<file path="src/rtl/sysbus_pkg.sv">
// sysbus_pkg: shared read tag, reader FSM states and line offset helper
package sysbus_pkg;
    localparam int READ_TAG = 'h0A5;
    typedef enum logic [1:0] {IDLE, REQ, RESP, DONE} state_t;
    function automatic int line_off_w(input int beats, input int data_width);
        return $clog2(beats * data_width / 8);
    endfunction
    localparam int LINE_OFF_W = line_off_w(8, 64);
endpackage

</file>
<file path="src/rtl/line_assembler.sv">
// line_assembler: collects bus beats into one line, beat 0 in the low bits
module line_assembler #(
    parameter int DATA_WIDTH = 64,
    parameter int BEATS      = 8
) (
    input  logic                        clk,
    input  logic                        reset,
    input  logic                        clear,
    input  logic                        we,
    input  logic [DATA_WIDTH-1:0]       data,
    output logic [BEATS*DATA_WIDTH-1:0] line,
    output logic                        last
);
    localparam int CW = $clog2(BEATS);
    logic [CW-1:0] count;
    // the counter wraps to 0 on the last beat since BEATS is a power of two
    always_ff @(posedge clk) begin
        if (reset) begin
            count <= '0;
            line  <= '0;
        end else if (clear) begin
            count <= '0;
        end else if (we) begin
            line[count*DATA_WIDTH +: DATA_WIDTH] <= data;
            count <= count + 1'b1;
        end
    end
    assign last = count == CW'(BEATS - 1);
endmodule

</file>
<file path="src/rtl/sysbus_line_reader.sv">
// sysbus_line_reader: issues one tagged line read on the system bus and
// assembles the returned beats into a full line for the core
module sysbus_line_reader
    import sysbus_pkg::*;
#(
    parameter int DATA_WIDTH = 64,
    parameter int TAG_WIDTH  = 13,
    parameter int BEATS      = 8
) (
    input  logic                        clk,
    input  logic                        reset,
    input  logic                        rd_valid,
    input  logic [63:0]                 rd_addr,
    output logic                        rd_ready,
    output logic                        line_valid,
    output logic [BEATS*DATA_WIDTH-1:0] line_data,
    output logic [63:0]                 line_addr,
    input  logic                        line_ready,
    output logic [DATA_WIDTH-1:0]       req,
    output logic [TAG_WIDTH-1:0]        reqtag,
    output logic                        reqcyc,
    input  logic                        reqack,
    input  logic [DATA_WIDTH-1:0]       resp,
    input  logic [TAG_WIDTH-1:0]        resptag,
    input  logic                        respcyc,
    output logic                        respack
);
    localparam int OFF = line_off_w(BEATS, DATA_WIDTH);
    state_t      state, nxt;
    logic [63:0] addr_q;
    logic        accept, beat_ok, last;
    assign accept  = state == IDLE && rd_valid;
    assign beat_ok = state == RESP && respcyc && resptag == TAG_WIDTH'(READ_TAG);
    always_comb begin
        nxt = state;
        case (state)
            IDLE:    nxt = rd_valid ? REQ : IDLE;
            REQ:     nxt = reqack ? RESP : REQ;
            RESP:    nxt = beat_ok && last ? DONE : RESP;
            DONE:    nxt = line_ready ? IDLE : DONE;
            default: nxt = IDLE;
        endcase
    end
    always_ff @(posedge clk) begin
        if (reset) begin
            state  <= IDLE;
            addr_q <= '0;
        end else begin
            state <= nxt;
            if (accept) addr_q <= {rd_addr[63:OFF], OFF'(0)};
        end
    end
    line_assembler #(.DATA_WIDTH(DATA_WIDTH), .BEATS(BEATS)) u_asm (
        .clk   (clk),
        .reset (reset),
        .clear (accept),
        .we    (beat_ok),
        .data  (resp),
        .line  (line_data),
        .last  (last)
    );
    assign rd_ready   = state == IDLE;
    assign reqcyc     = state == REQ;
    assign req        = DATA_WIDTH'(addr_q);
    assign reqtag     = TAG_WIDTH'(READ_TAG);
    assign respack    = beat_ok;
    assign line_valid = state == DONE;
    assign line_addr  = addr_q;
endmodule

</file>
<file path="config.mk">
export PLATFORM = sky130hd
export DESIGN_NAME = sysbus_line_reader
export DESIGN_NICKNAME = d
export VERILOG_FILES = /design/src/rtl/sysbus_pkg.sv /design/src/rtl/line_assembler.sv /design/src/rtl/sysbus_line_reader.sv
export SDC_FILE = /design/constraint.sdc
export NUM_CORES = 1
export LEC_CHECK = 0
export BUFFER_PORTS_ARGS = -buffer_cell sky130_fd_sc_hd__buf_2
export CAP_MARGIN = 20
export CORE_AREA = 2 2 310 312
export CTS_BUF_LIST = sky130_fd_sc_hd__clkbuf_16
export CTS_CLUSTER_SIZE = 16
export DETAILED_ROUTE_END_ITERATION = 8
export DIE_AREA = 0 0 312 314
export GPL_ROUTABILITY_DRIVEN = 0
export SLEW_MARGIN = 40
export SYNTH_ARGS = -nofsm -noshare
export SYNTH_HDL_FRONTEND = slang
export SYNTH_SLANG_ARGS = --single-unit
</file>
<file path="constraint.sdc">
create_clock -name clk -period 7.6 [get_ports clk]
set_input_delay 1.14 -clock clk [delete_from_list [all_inputs] [get_ports clk]]
set_output_delay 1.14 -clock clk [all_outputs]
set_load 0.03 [all_outputs]
</file>
---- Yosys cells after proc, flatten, opt, wreduce, memory -nomap -nowiden ----
Cells that the tools add are included.
cells by class
  add/sub/neg operators ................... 2
  equality and inequality tests ........... 5
  shift-type cells ........................ 2
  mux-type cells .......................... 6
  bitwise operators ....................... 1
  reduce and logical (&&, ||, !) cells .... 7
operator list
  kind                       count
  $bwmux 512                 1
  $shift 64x34->512 const A  1
  $shiftx 64x34->512         1
  $neg 9->34                 1
  $eq 13x8->1 const B        1
  $pmux 2 s4                 1
  $eq 2x2->1 const B         2
  $logic_and 1x1->1          4
  $mux 2                     2
  $add 3x1->3 const B        1
  $eq 3x3->1 const B         1
  $eq 2x1->1 const B         1
  $logic_not 2->1            1
  $mux 1                     2
  $reduce_and 2->1           1
  $reduce_or 2->1            1
  $not 1->1                  1
word-level totals
  register bits ........................... 575
  input bits .............................. 147
  output and inout port bits .............. 657
  logic and storage cells ................. 27

---- Logic depth before layout (Yosys ltp) ----
  word-level depth ........................ 6
  mapped depth ............................ 11

---- Modules after synthesis ----
A second synthesis with hierarchy kept.
unflattened totals
  cell total of the unflattened synthesis .. 2590
  area, all modules ....................... 24910.1 um2
modules (own cells, without submodules)
  module              times used  cells an instance  area each (um2)  seq. area each (um2)
  line_assembler      1           2232               22098.7          10309.9
  sysbus_line_reader  1           358                2811.4           1201.2

---- Worst setup path after synthesis ----
No wires, ideal clock.
  path type ............................... input to output
  from .................................... in resptag[9]
  to ...................................... out respack
  data arrival time ....................... 2.603 ns
  data required time ...................... 6.460 ns
  path slack .............................. 3.857 ns
  stages on the path ...................... 2
  cell sequence ........................... or4_4 -> nor4_2
on the way
  word-level cells in the longest chain between the ends .. 2
RTL lines
  element             RTL line                  RTL
  start: declaration  sysbus_line_reader.sv:24  input logic [TAG_WIDTH-1:0] resptag,
  $eq 13x8->1         sysbus_line_reader.sv:33  assign beat_ok = state == RESP && respcyc && resptag == TAG_WIDTH'(READ_TAG);
  $logic_and 1x1->1   sysbus_line_reader.sv:33
  end: declaration    sysbus_line_reader.sv:26  output logic respack
Every way passes these cells.

---- Worst setup path after layout ----
  from .................................... in resptag[12]
  to ...................................... out respack
The elaborated chain is that of the path after synthesis.

==> metrics.cfg <==
[status]
status=complete, no violations

[yosys]
syn_inst=2643
synthMostInstantiatedCell=sky130_fd_sc_hd__dfxtp_1
ys.flop_type=sky130_fd_sc_hd__dfxtp_1
synth.cells.most_frequent=575 x sky130_fd_sc_hd__dfxtp_1, 335 x sky130_fd_sc_hd__nand2b_1, 266 x sky130_fd_sc_hd__mux2i_1
dominant_cells_by_area_after_synthesis=sky130_fd_sc_hd__dfxtp_1 47%, sky130_fd_sc_hd__mux2i_1 11%, sky130_fd_sc_hd__nand2b_1 8.6%
synth-warning-count=0
synthDominantAreaCellType=sky130_fd_sc_hd__dfxtp_1
yosys.area.top_type_share=0.470
netlist_area_mm2=0.0245
yosysUniqueCellTypes=41
asyncSetResetFlopFracSynth=0
number_of_enable_flip_flop_cells_after_synthesis=0
postSynthRegisterBits=575
avgSynthCellArea_um2=9.27
synth_seq_area_share=0.470

[clock_network]
cts.root.buffer_cell=sky130_fd_sc_hd__clkbuf_16
post_cts.repair.setup_buffers=0
ctsHoldBuffers=0
cts_resized=0
path_clk_slew_ns=0.06
cts-buffers-inserted=70
cts.sink_count=575
worst_skew_pair.late_latency_ns=0.62
clk_path_buf_depth=3
tritoncts_clock_tree=done
clock_tree.htree_level_count=3

[global_routing]
grtUsageTotal=0.211
global_route_wire_length_before_repair_um=153000
grt_start_max_net_pins=196
initial_antenna_violation_count=15
globalRoute.totalOverflow=0
first_global_vias=20900

[routing]
detail_route.wirelength_um=110000
dr_total_vias=22300
drt_first_iter_violations=2019
antenna_violating_nets_post_route=0
post_drt_wl_per_cell_um=24.3
route.detailed.drc=0
viasPerCell=4.94
dr_pass1_iterations=5

[setup_path]
end_kind=primary output
cp_data_arrival_time_ns=2.91
r2r_slack_ns=4.04
timing.setup.critical_path_class=primary input to primary output
critical_path.startpoint_type=primary input
worst_ep_required_ns=6.46
critical_path_peak_fanout=7

[layout]
area.growth.synth_to_final_pct=27.0
n_fill_cell=9946
layout.nets=3344
finalNonFillerCells=4514
layout-drive-gt1-share=0.300

[floorplan]
core_mm2=0.0944
boundaryPins=804
floorplan.initialDensity=0.259
floorplan.die_area_mm2=0.0980
die_x_um=312
floorplan.die.height_um=314
number_of_cell_rows=113

[placed_design]
io_buffers=772
pre_cts_slack_ns=3.24
place_inst=4386
post-dp-hpwl_um=75000

[sta]
fin_skew_ns=0.0188
maxSlewHeadroom=0.402
setup_viol=0
tightest_slew_ns=0.898
fin_crit_sh=0.533
finalSetupTns_ns=0
timing.final.crit_period_ns=4.05
final.setup.worst_slack_ns=3.55
timing_max_transition_violations_final=0
rsz_0062_raised_after_global_routing=false
max_clock_freq_ghz=0.247
report.final.hold_viol_count=0

[pwr]
leakagePower_nw=13.6
peakVddDrop_mv=0.138
power_density_mw_per_mm2=220

[flow_run]
max_cap_violations=0

[min_path]
hp-class=flop to flop

layout by cell type, fill, tap and decap left out, types with 5 or more instances in the layout:
cell,synthesis,layout
sky130_fd_sc_hd__nor2b_1,39,37
sky130_fd_sc_hd__bufinv_16,0,7
sky130_fd_sc_hd__inv_1,4,16
sky130_fd_sc_hd__or3_1,21,19
sky130_fd_sc_hd__nand2b_1,335,334
sky130_fd_sc_hd__buf_2,18,771
sky130_fd_sc_hd__buf_6,3,5
sky130_fd_sc_hd__a22o_1,58,58
sky130_fd_sc_hd__inv_6,0,5
sky130_fd_sc_hd__nor3_1,27,25
sky130_fd_sc_hd__buf_4,83,34
sky130_fd_sc_hd__nand4_1,119,119
sky130_fd_sc_hd__nand3_1,72,70
sky130_fd_sc_hd__clkinv_1,0,14
sky130_fd_sc_hd__a21oi_1,229,228
sky130_fd_sc_hd__nor2_1,7,5
sky130_fd_sc_hd__mux2_2,24,24
sky130_fd_sc_hd__or4_1,66,64
sky130_fd_sc_hd__dfxtp_1,575,574
sky130_fd_sc_hd__conb_1,2,25
sky130_fd_sc_hd__clkinv_2,0,8
sky130_fd_sc_hd__nand2_1,153,151
sky130_fd_sc_hd__mux2i_1,266,266
sky130_fd_sc_hd__and2_1,32,31
sky130_fd_sc_hd__o21ai_0,130,130
sky130_fd_sc_hd__o31ai_1,94,94
sky130_fd_sc_hd__clkbuf_16,0,71
sky130_fd_sc_hd__or3b_2,9,9
cells by family after synthesis:
family	synth area share
XOR/XNOR	0.000358
buffers and inverters	0.0700
AO/OA/AOI/OAI	0.124
adder cells (fa/ha/maj)	0.00204
flip-flops	0.470
AND/OR/NAND/NOR	0.214
other	0.000307
multiplexers	0.120
worst max-delay path, cell delays in order:
cell	delay, ns
sky130_fd_sc_hd__buf_2	0.11
sky130_fd_sc_hd__nand4bb_1	0.61
sky130_fd_sc_hd__nor4_2	0.71
sky130_fd_sc_hd__buf_2	0.33
worst paths after layout:
check | from | end | cells after the start
setup / recovery | resptag[12] | respack | 4
hold / removal | u_asm.line[405] | u_asm.line[405] | 2
setup reg to reg | u_asm.count[1] | u_asm.line[273] | 8
hold reg to reg | u_asm.line[405] | u_asm.line[405] | 2
report_power, final:
| group | total, mW | internal [mW] | leakage (nW) | switching, mW |
|---|---|---|---|---|
| Combinational | 0.445 | 0.117 | 7.78 | 0.328 |
| Sequential | 3.06 | 3.04 | 4.64 | 0.0245 |
| Clock | 3.34 | 1.94 | 1.13 | 1.40 |
| Total | 6.85 | 5.10 | 13.6 | 1.75 |
final cells by class:
type,count,area [µm²],area share
clock inverter,53,463,0.0149
antenna,4,10.0,0.000322
multi-input combinational,1729,11500,0.370
timing repair buffer,813,4230,0.136
clock buffer,71,1780,0.0571
inverter,4,15.0,0.000483
sequential,575,11500,0.370
tap,1265,1580,0.0509
metrics by stage:
step,power (mW),util,hold slack [ns],area [µm²]
after floorplan,3.39,-,0.491,24600
final,6.85,0.329,0.458,31100
after global routing,7.06,0.329,0.478,31100
after detailed placement,3.57,0.305,0.454,28800
after global placement,3.57,0.305,0.448,28800
after CTS,6.92,0.329,0.460,31100
registers in the layout, indices dropped and copies added, names as in the netlist:
name / flops
u_asm.line: 512
line_addr: 58
state: 2
u_asm.count: 3
metal layers:
layer  GRT usage  part of all wire  wire, µm  vias up
li1            -                 -         -    10300
met4      0.0834             0.035      3810        6
met5           0           0.00037        41        -
met1       0.288              0.44     48500    10900
met2       0.322              0.45     49200      899
met3      0.0489             0.074      8080      186
Power figures use the tool's default switching activity.
